$ cat src/rtl/cpu_types_pkg.sv
// Shared CPU datapath types and the ID/EX latch control encoding.
package cpu_types_pkg;

    localparam int unsigned WORD_W  = 32;
    localparam int unsigned REG_W   = 5;
    localparam int unsigned ALUOP_W = 4;

    typedef logic [WORD_W-1:0]  word_t;
    typedef logic [REG_W-1:0]   regbits_t;
    typedef logic [ALUOP_W-1:0] aluop_t;

    // Per-edge action of the ID/EX pipeline latch
    typedef enum logic [1:0] {
        LOAD,
        HOLD,
        BUBBLE
    } latch_ctl_e;

endpackage

$ cat src/rtl/id_ex_latch.sv
// ID/EX pipeline latch with load-use hazard detection, flush/hold handling,
// sticky halt tracking and a saturating bubble counter.
module id_ex_latch
    import cpu_types_pkg::*;
#(
    parameter int unsigned CNT_W = 16
) (
    input  logic             CLK,
    input  logic             RST,
    input  logic             hold,
    input  logic             flush,
    input  logic             id_valid,
    input  word_t            id_pc,
    input  word_t            id_rdat1,
    input  word_t            id_rdat2,
    input  word_t            id_imm,
    input  regbits_t         id_rs1,
    input  regbits_t         id_rs2,
    input  regbits_t         id_rd,
    input  aluop_t           id_aluop,
    input  logic             id_alusrc,
    input  logic             id_regwrite,
    input  logic             id_memread,
    input  logic             id_memwrite,
    input  logic             id_halt,
    output logic             ex_valid,
    output word_t            ex_pc,
    output word_t            ex_rdat1,
    output word_t            ex_rdat2,
    output word_t            ex_imm,
    output regbits_t         ex_rs1,
    output regbits_t         ex_rs2,
    output regbits_t         ex_rd,
    output aluop_t           ex_aluop,
    output logic             ex_alusrc,
    output logic             ex_regwrite,
    output logic             ex_memread,
    output logic             ex_memwrite,
    output logic             ex_halt,
    output logic             stall_req,
    output logic             halt_seen,
    output logic [CNT_W-1:0] bubble_cnt
);

    logic       r_flush_pend;
    logic       w_stall;
    logic       w_cnt_inc;
    latch_ctl_e w_ctl;

    // Load-use hazard and per-edge action: hold > flush > halt > stall > load
    always_comb begin
        w_ctl     = LOAD;
        w_cnt_inc = 1'b0;
        w_stall   = ex_valid & ex_memread & (ex_rd != '0)
                  & ((ex_rd == id_rs1) | (ex_rd == id_rs2)) & id_valid;
        stall_req = w_stall;
        if (hold) begin
            w_ctl = HOLD;
        end else if (flush | r_flush_pend) begin
            w_ctl     = BUBBLE;
            w_cnt_inc = 1'b1;
        end else if (halt_seen) begin
            w_ctl = BUBBLE;
        end else if (w_stall) begin
            w_ctl     = BUBBLE;
            w_cnt_inc = 1'b1;
        end
    end

    always_ff @(posedge CLK or posedge RST) begin
        if (RST) begin
            r_flush_pend <= 1'b0;
            halt_seen    <= 1'b0;
            bubble_cnt   <= '0;
            ex_valid     <= 1'b0;
            ex_pc        <= '0;
            ex_rdat1     <= '0;
            ex_rdat2     <= '0;
            ex_imm       <= '0;
            ex_rs1       <= '0;
            ex_rs2       <= '0;
            ex_rd        <= '0;
            ex_aluop     <= '0;
            ex_alusrc    <= 1'b0;
            ex_regwrite  <= 1'b0;
            ex_memread   <= 1'b0;
            ex_memwrite  <= 1'b0;
            ex_halt      <= 1'b0;
        end else begin
            // A flush seen under hold is remembered until the latch can act on it
            r_flush_pend <= hold ? (r_flush_pend | flush) : 1'b0;
            if (w_cnt_inc && (bubble_cnt != '1)) begin
                bubble_cnt <= bubble_cnt + CNT_W'(1);
            end
            case (w_ctl)
                LOAD: begin
                    ex_valid    <= id_valid;
                    ex_pc       <= id_pc;
                    ex_rdat1    <= id_rdat1;
                    ex_rdat2    <= id_rdat2;
                    ex_imm      <= id_imm;
                    ex_rs1      <= id_rs1;
                    ex_rs2      <= id_rs2;
                    ex_rd       <= id_rd;
                    ex_aluop    <= id_aluop;
                    ex_alusrc   <= id_alusrc;
                    ex_regwrite <= id_regwrite & id_valid;
                    ex_memread  <= id_memread  & id_valid;
                    ex_memwrite <= id_memwrite & id_valid;
                    ex_halt     <= id_halt     & id_valid;
                    if (id_valid & id_halt) begin
                        halt_seen <= 1'b1;
                    end
                end
                BUBBLE: begin
                    ex_valid    <= 1'b0;
                    ex_pc       <= '0;
                    ex_rdat1    <= '0;
                    ex_rdat2    <= '0;
                    ex_imm      <= '0;
                    ex_rs1      <= '0;
                    ex_rs2      <= '0;
                    ex_rd       <= '0;
                    ex_aluop    <= '0;
                    ex_alusrc   <= 1'b0;
                    ex_regwrite <= 1'b0;
                    ex_memread  <= 1'b0;
                    ex_memwrite <= 1'b0;
                    ex_halt     <= 1'b0;
                end
                default: ;
            endcase
        end
    end

endmodule

$ cat config.mk
export PLATFORM = sky130hd
export DESIGN_NAME = id_ex_latch
export DESIGN_NICKNAME = d
export VERILOG_FILES = /design/src/rtl/cpu_types_pkg.sv /design/src/rtl/id_ex_latch.sv
export SDC_FILE = /design/constraint.sdc
export NUM_CORES = 1
export LEC_CHECK = 0
export CORE_MARGIN = 3
export CORE_UTILIZATION = 30
export DETAILED_ROUTE_END_ITERATION = 7
export GPL_ROUTABILITY_DRIVEN = 0
export SLEW_MARGIN = 25
export SYNTH_ARGS = -nofsm -noshare
export SYNTH_HDL_FRONTEND = slang
export SYNTH_SLANG_ARGS = --single-unit
$ cat constraint.sdc
create_clock -name CLK -period 15.8 [get_ports CLK]
set_input_delay 2.37 -clock CLK [delete_from_list [all_inputs] [get_ports CLK]]
set_output_delay 2.37 -clock CLK [all_outputs]
set_load 0.005 [all_outputs]
==> results.rst <==
.. list-table::
   :header-rows: 1

   * - Metric
     - Value
   * - Run status
     - finished, final reports clean
   * - Final instance count without filler cells
     - approximately 1100
   * - Rel. slew slack
     - 35.3%
   * - Internal
     - slightly above 0.8 mW
   * - Layout cell share with drive strength beyond 1
     - 5.62%
   * - Die extent in y
     - 154 um
   * - Synth cell types
     - 36
   * - Antenna-violating nets left
     - 0
   * - Cell class contributing the biggest share of worst-path delay
     - buffers and inverters
   * - IR Drop Worst-Case VDD
     - between 60 and 70 uV
   * - Worst path most repeated cell
     - sky130_fd_sc_hd__clkdlybuf4s50_1
   * - Worst reg2reg startpoint
     - ex_rd[0]
   * - Detail-routed via count per cell
     - 5.05
   * - Critical path class
     - in2out
   * - Placed cell count
     - ~1000
   * - Clock tree root driver cell
     - sky130_fd_sc_hd__clkbuf_16
   * - Global-route wire length before repair
     - about 32000 um
   * - Portion of synthesized cell area occupied by the leading cell type
     - 65.2%
   * - Register bit total from synthesis
     - about 170
   * - DRC Markers
     - 0
   * - Cell accounting for the most synthesized area
     - sky130_fd_sc_hd__dfrtp_1
   * - Largest stage delay, worst path
     - between 0.5 and 0.6 ns
   * - Leakage power
     - around 4.5 nW
   * - Number of buffers added for setup after CTS
     - 0
   * - Buffering stage count on the worst path with inverters included
     - 3
   * - Hold buffers post-CTS
     - 0
   * - Setup violations, final
     - 0
   * - Die Wd
     - 154 um
   * - Reported max-cap violation count
     - 0
   * - Ports placed on the boundary
     - 328
   * - Fmax achieved
     - approximately 150 MHz
   * - Number of vias in the routed layout
     - 5432
   * - Worst setup path startpoint
     - id_valid
   * - Starting density of the core
     - 30.8%
   * - TritonCTS Buffers
     - 17
   * - Arr. time, crit path
     - roughly 4.5 ns
   * - Synthesized netlist cell count
     - about 480
   * - Combined area of all synthesized cells
     - 6570 um^2
   * - Total number of clock tree sinks
     - roughly 170
   * - Via count of the first global-routing pass
     - about 5600
   * - Number of cell rows
     - between 50 and 60
   * - Global Route Usage Sum
     - 17.2%
   * - Critical Path Slowest Stage Cell
     - sky130_fd_sc_hd__clkdlybuf4s50_1
   * - Clk pin slew, worst setup/hold paths
     - ~0.070 ns
   * - Worst setup endpoint
     - stall_req
   * - Placed Area
     - roughly 10000 um^2
   * - Depth of the most critical reg-to-reg path
     - 6
   * - Crit start category
     - input port
   * - Violation count after the first detailed-route iteration
     - 303
   * - Area Overhead vs Synth
     - 61.3%
   * - Final layout net count
     - ~950
   * - Sw Pwr
     - roughly 0.3 mW
   * - Worst R2R End
     - ex_rdat2[2]
   * - Required time at the worst-slack endpoint
     - 13.43 ns
   * - Total number of H-tree levels
     - 4
   * - Drt total wl
     - between 20000 and 25000 um
   * - Setup Total Neg Slack
     - 0 ns
   * - Clock latency reported for the late side of the worst-skew pair
     - ~0.42 ns
   * - First-pass iteration count of the detailed router
     - 5
   * - Final max-slew violation count
     - 0
   * - Maximum buffer depth of the clock tree
     - 2
   * - Clock tree from TritonCTS
     - done
   * - Part of the power in registers
     - 46.1%
   * - Yosys warning total
     - 0
   * - Period minus WS final
     - just under 7 ns
   * - Number of gates on the worst path with buffers counted
     - 6
   * - Worst Tran Pin Value
     - about 0.96 ns
   * - Total of cells resized after clock tree synthesis
     - 0
   * - Routed wire length per instance
     - 19.3 um
   * - Worst hold path class
     - reg2reg
   * - Average instance area after synthesis
     - 13.7 um^2
   * - Unrepaired setup endpoints after global routing
     - false
   * - Diode insertion count for antenna repair
     - 0
   * - Net count after synthesis
     - around 640
   * - Floorplan core area
     - ~21000 um^2
   * - Clk network pwr share
     - approximately 35%
   * - Cell types occupying the most area after synthesis
     - sky130_fd_sc_hd__dfrtp_1 (65%), sky130_fd_sc_hd__a22o_1 (20%), sky130_fd_sc_hd__xnor2_1 (3.2%)
   * - Endpoint kind of the worst setup timing path
     - output port
   * - Leftover overflow at the end of global routing
     - 0
   * - Final Hold Slack
     - 0.494 ns
   * - Period Utilization, post-route
     - between 40% and 50%
   * - Part of the total power dissipated in combinational logic
     - 19.4%
   * - Most frequent standard cell in the layout excluding fill and tap cells
     - sky130_fd_sc_hd__clkdlybuf4s50_1
   * - Register-to-register setup slack
     - 12.43 ns
   * - Worst clock skew
     - roughly 0.011 ns
   * - Final count of hold timing violations
     - 0
   * - Antenna violations before repair
     - 0
   * - Maximum fanout along the worst path
     - 14
   * - Placed wire-length estimate
     - ~15000 um
   * - Worst-path cell chain
     - clkdlybuf4s50_1 -> and3_1 -> o21ai_1 -> inv_2 -> and2_1 -> clkdlybuf4s50_1
   * - Fraction of the yosys area taken by sequential cells
     - ~65%
   * - PwrDens
     - roughly 110 nW/um^2
   * - Power after layout
     - around 1.1 mW
   * - Post-route cell area
     - 10600 um^2
   * - Commonest non-fill, non-tap cells in the layout
     - sky130_fd_sc_hd__clkdlybuf4s50_1 (326), sky130_fd_sc_hd__dfrtp_1 (171), sky130_fd_sc_hd__a22o_1 (149)
   * - Maximum number of pins on one net before global-route repair
     - 101
   * - Switching share of total power
     - 26.6%
   * - Die Outline Area
     - between 20000 and 25000 um^2
   * - Count of input and output buffers
     - roughly 330
through the flow:
stage	worst slack, ns	utilization (%)
finish	8.94	49.8
global route	8.81	49.8
CTS	8.97	49.7
detailed placement	8.98	47.2
global placement	9.03	47.2
floorplan	8.80	-
cells in the mapped netlist:
master / n
sky130_fd_sc_hd__a2111oi_4: 1
sky130_fd_sc_hd__a21oi_1: 2
sky130_fd_sc_hd__a22o_1: 149
sky130_fd_sc_hd__a311oi_1: 1
sky130_fd_sc_hd__a31o_2: 1
sky130_fd_sc_hd__a31oi_1: 5
sky130_fd_sc_hd__a32o_1: 4
sky130_fd_sc_hd__a32oi_1: 7
sky130_fd_sc_hd__and2_1: 2
sky130_fd_sc_hd__and3_1: 3
sky130_fd_sc_hd__and4_1: 1
sky130_fd_sc_hd__buf_2: 2
sky130_fd_sc_hd__buf_4: 7
sky130_fd_sc_hd__clkbuf_1: 30
sky130_fd_sc_hd__dfrtp_1: 171
sky130_fd_sc_hd__ha_1: 1
sky130_fd_sc_hd__inv_1: 2
sky130_fd_sc_hd__inv_2: 1
sky130_fd_sc_hd__mux2_2: 1
sky130_fd_sc_hd__nand2_1: 8
sky130_fd_sc_hd__nand3_1: 9
sky130_fd_sc_hd__nand4_1: 5
sky130_fd_sc_hd__nand4b_1: 1
sky130_fd_sc_hd__nor2_1: 11
sky130_fd_sc_hd__nor2b_1: 3
sky130_fd_sc_hd__nor3_1: 10
sky130_fd_sc_hd__nor4_1: 6
sky130_fd_sc_hd__nor4_2: 1
sky130_fd_sc_hd__o211ai_1: 1
sky130_fd_sc_hd__o21a_1: 1
sky130_fd_sc_hd__o21ai_1: 1
sky130_fd_sc_hd__o22ai_1: 1
sky130_fd_sc_hd__or2_2: 3
sky130_fd_sc_hd__or3_1: 1
sky130_fd_sc_hd__or4_1: 1
sky130_fd_sc_hd__xnor2_1: 24
how the worst min path moves through the flow:
stage | cells past startpoint | end | startpoint
floorplan | 1 | ex_halt | ex_halt
global placement | 1 | ex_memwrite | ex_memwrite
detailed placement | 1 | ex_regwrite | ex_regwrite
CTS | 1 | bubble_cnt[11] | bubble_cnt[11]
global route | 1 | ex_rdat1[13] | ex_rdat1[13]
finish | 1 | bubble_cnt[11] | bubble_cnt[11]
power groups by stage:
stage | Clock [mW] | Combinational [mW] | Sequential, mW
global placement | 0 | 0.216 | 0.520
finish | 0.386 | 0.216 | 0.514
detailed placement | 0 | 0.220 | 0.521
CTS | 0.400 | 0.220 | 0.514
global route | 0.418 | 0.234 | 0.520
floorplan | 0 | 0.0734 | 0.518
kinds of logic after synthesis:
group / share of synthesized area (%)
DFF: 65.2
AOI/OAI and AO/OA: 23.1
buffers and inverters: 2.84
and+or+nand+nor: 5.30
adders and majority gates: 0.191
muxes: 0.171
xor gates and xnor gates: 3.20
routing by layer:
layer  GRT usage (%)  vias to the layer above  share of wire [%]
met5               0                        -                  0
met4            5.89                        0                2.4
met3            5.80                       35                8.2
met2            28.0                      260                 49
met1            21.5                     2670                 40
li1                -                     2467                  -
final cells by class:
class                           instances  area, um^2
Multi-Input combinational cell        265        2100
Clock inverter                         13         113
Sequential cell                       171        4280
Fill cell                            1862       10700
Timing Repair Buffer                  332        3320
Inverter                                3        16.3
Tap cell                              275         344
Clock buffer                           17         425
sequential cells by signal (all words and copies together) (netlist names):
name / cells
ex_rs1: 5
ex_halt: 1
ex_regwrite: 1
ex_imm: 32
ex_rdat1: 32
ex_rs2: 5
halt_seen: 1
ex_memread: 1
ex_alusrc: 1
bubble_cnt: 16
ex_valid: 1
ex_rd: 5
ex_pc: 32
r_flush_pend: 1
ex_aluop: 4
ex_memwrite: 1
ex_rdat2: 32
worst register-to-register path, cell delays in order, from the launching register on:
cell	delay, ns
sky130_fd_sc_hd__dfrtp_1	0.45
sky130_fd_sc_hd__or4_1	0.57
sky130_fd_sc_hd__o21ai_1	0.77
sky130_fd_sc_hd__inv_2	0.15
sky130_fd_sc_hd__a2111oi_4	0.43
sky130_fd_sc_hd__buf_6	0.57
sky130_fd_sc_hd__a22o_1	0.37
No activity file was read; power rests on OpenSTA's default activity.
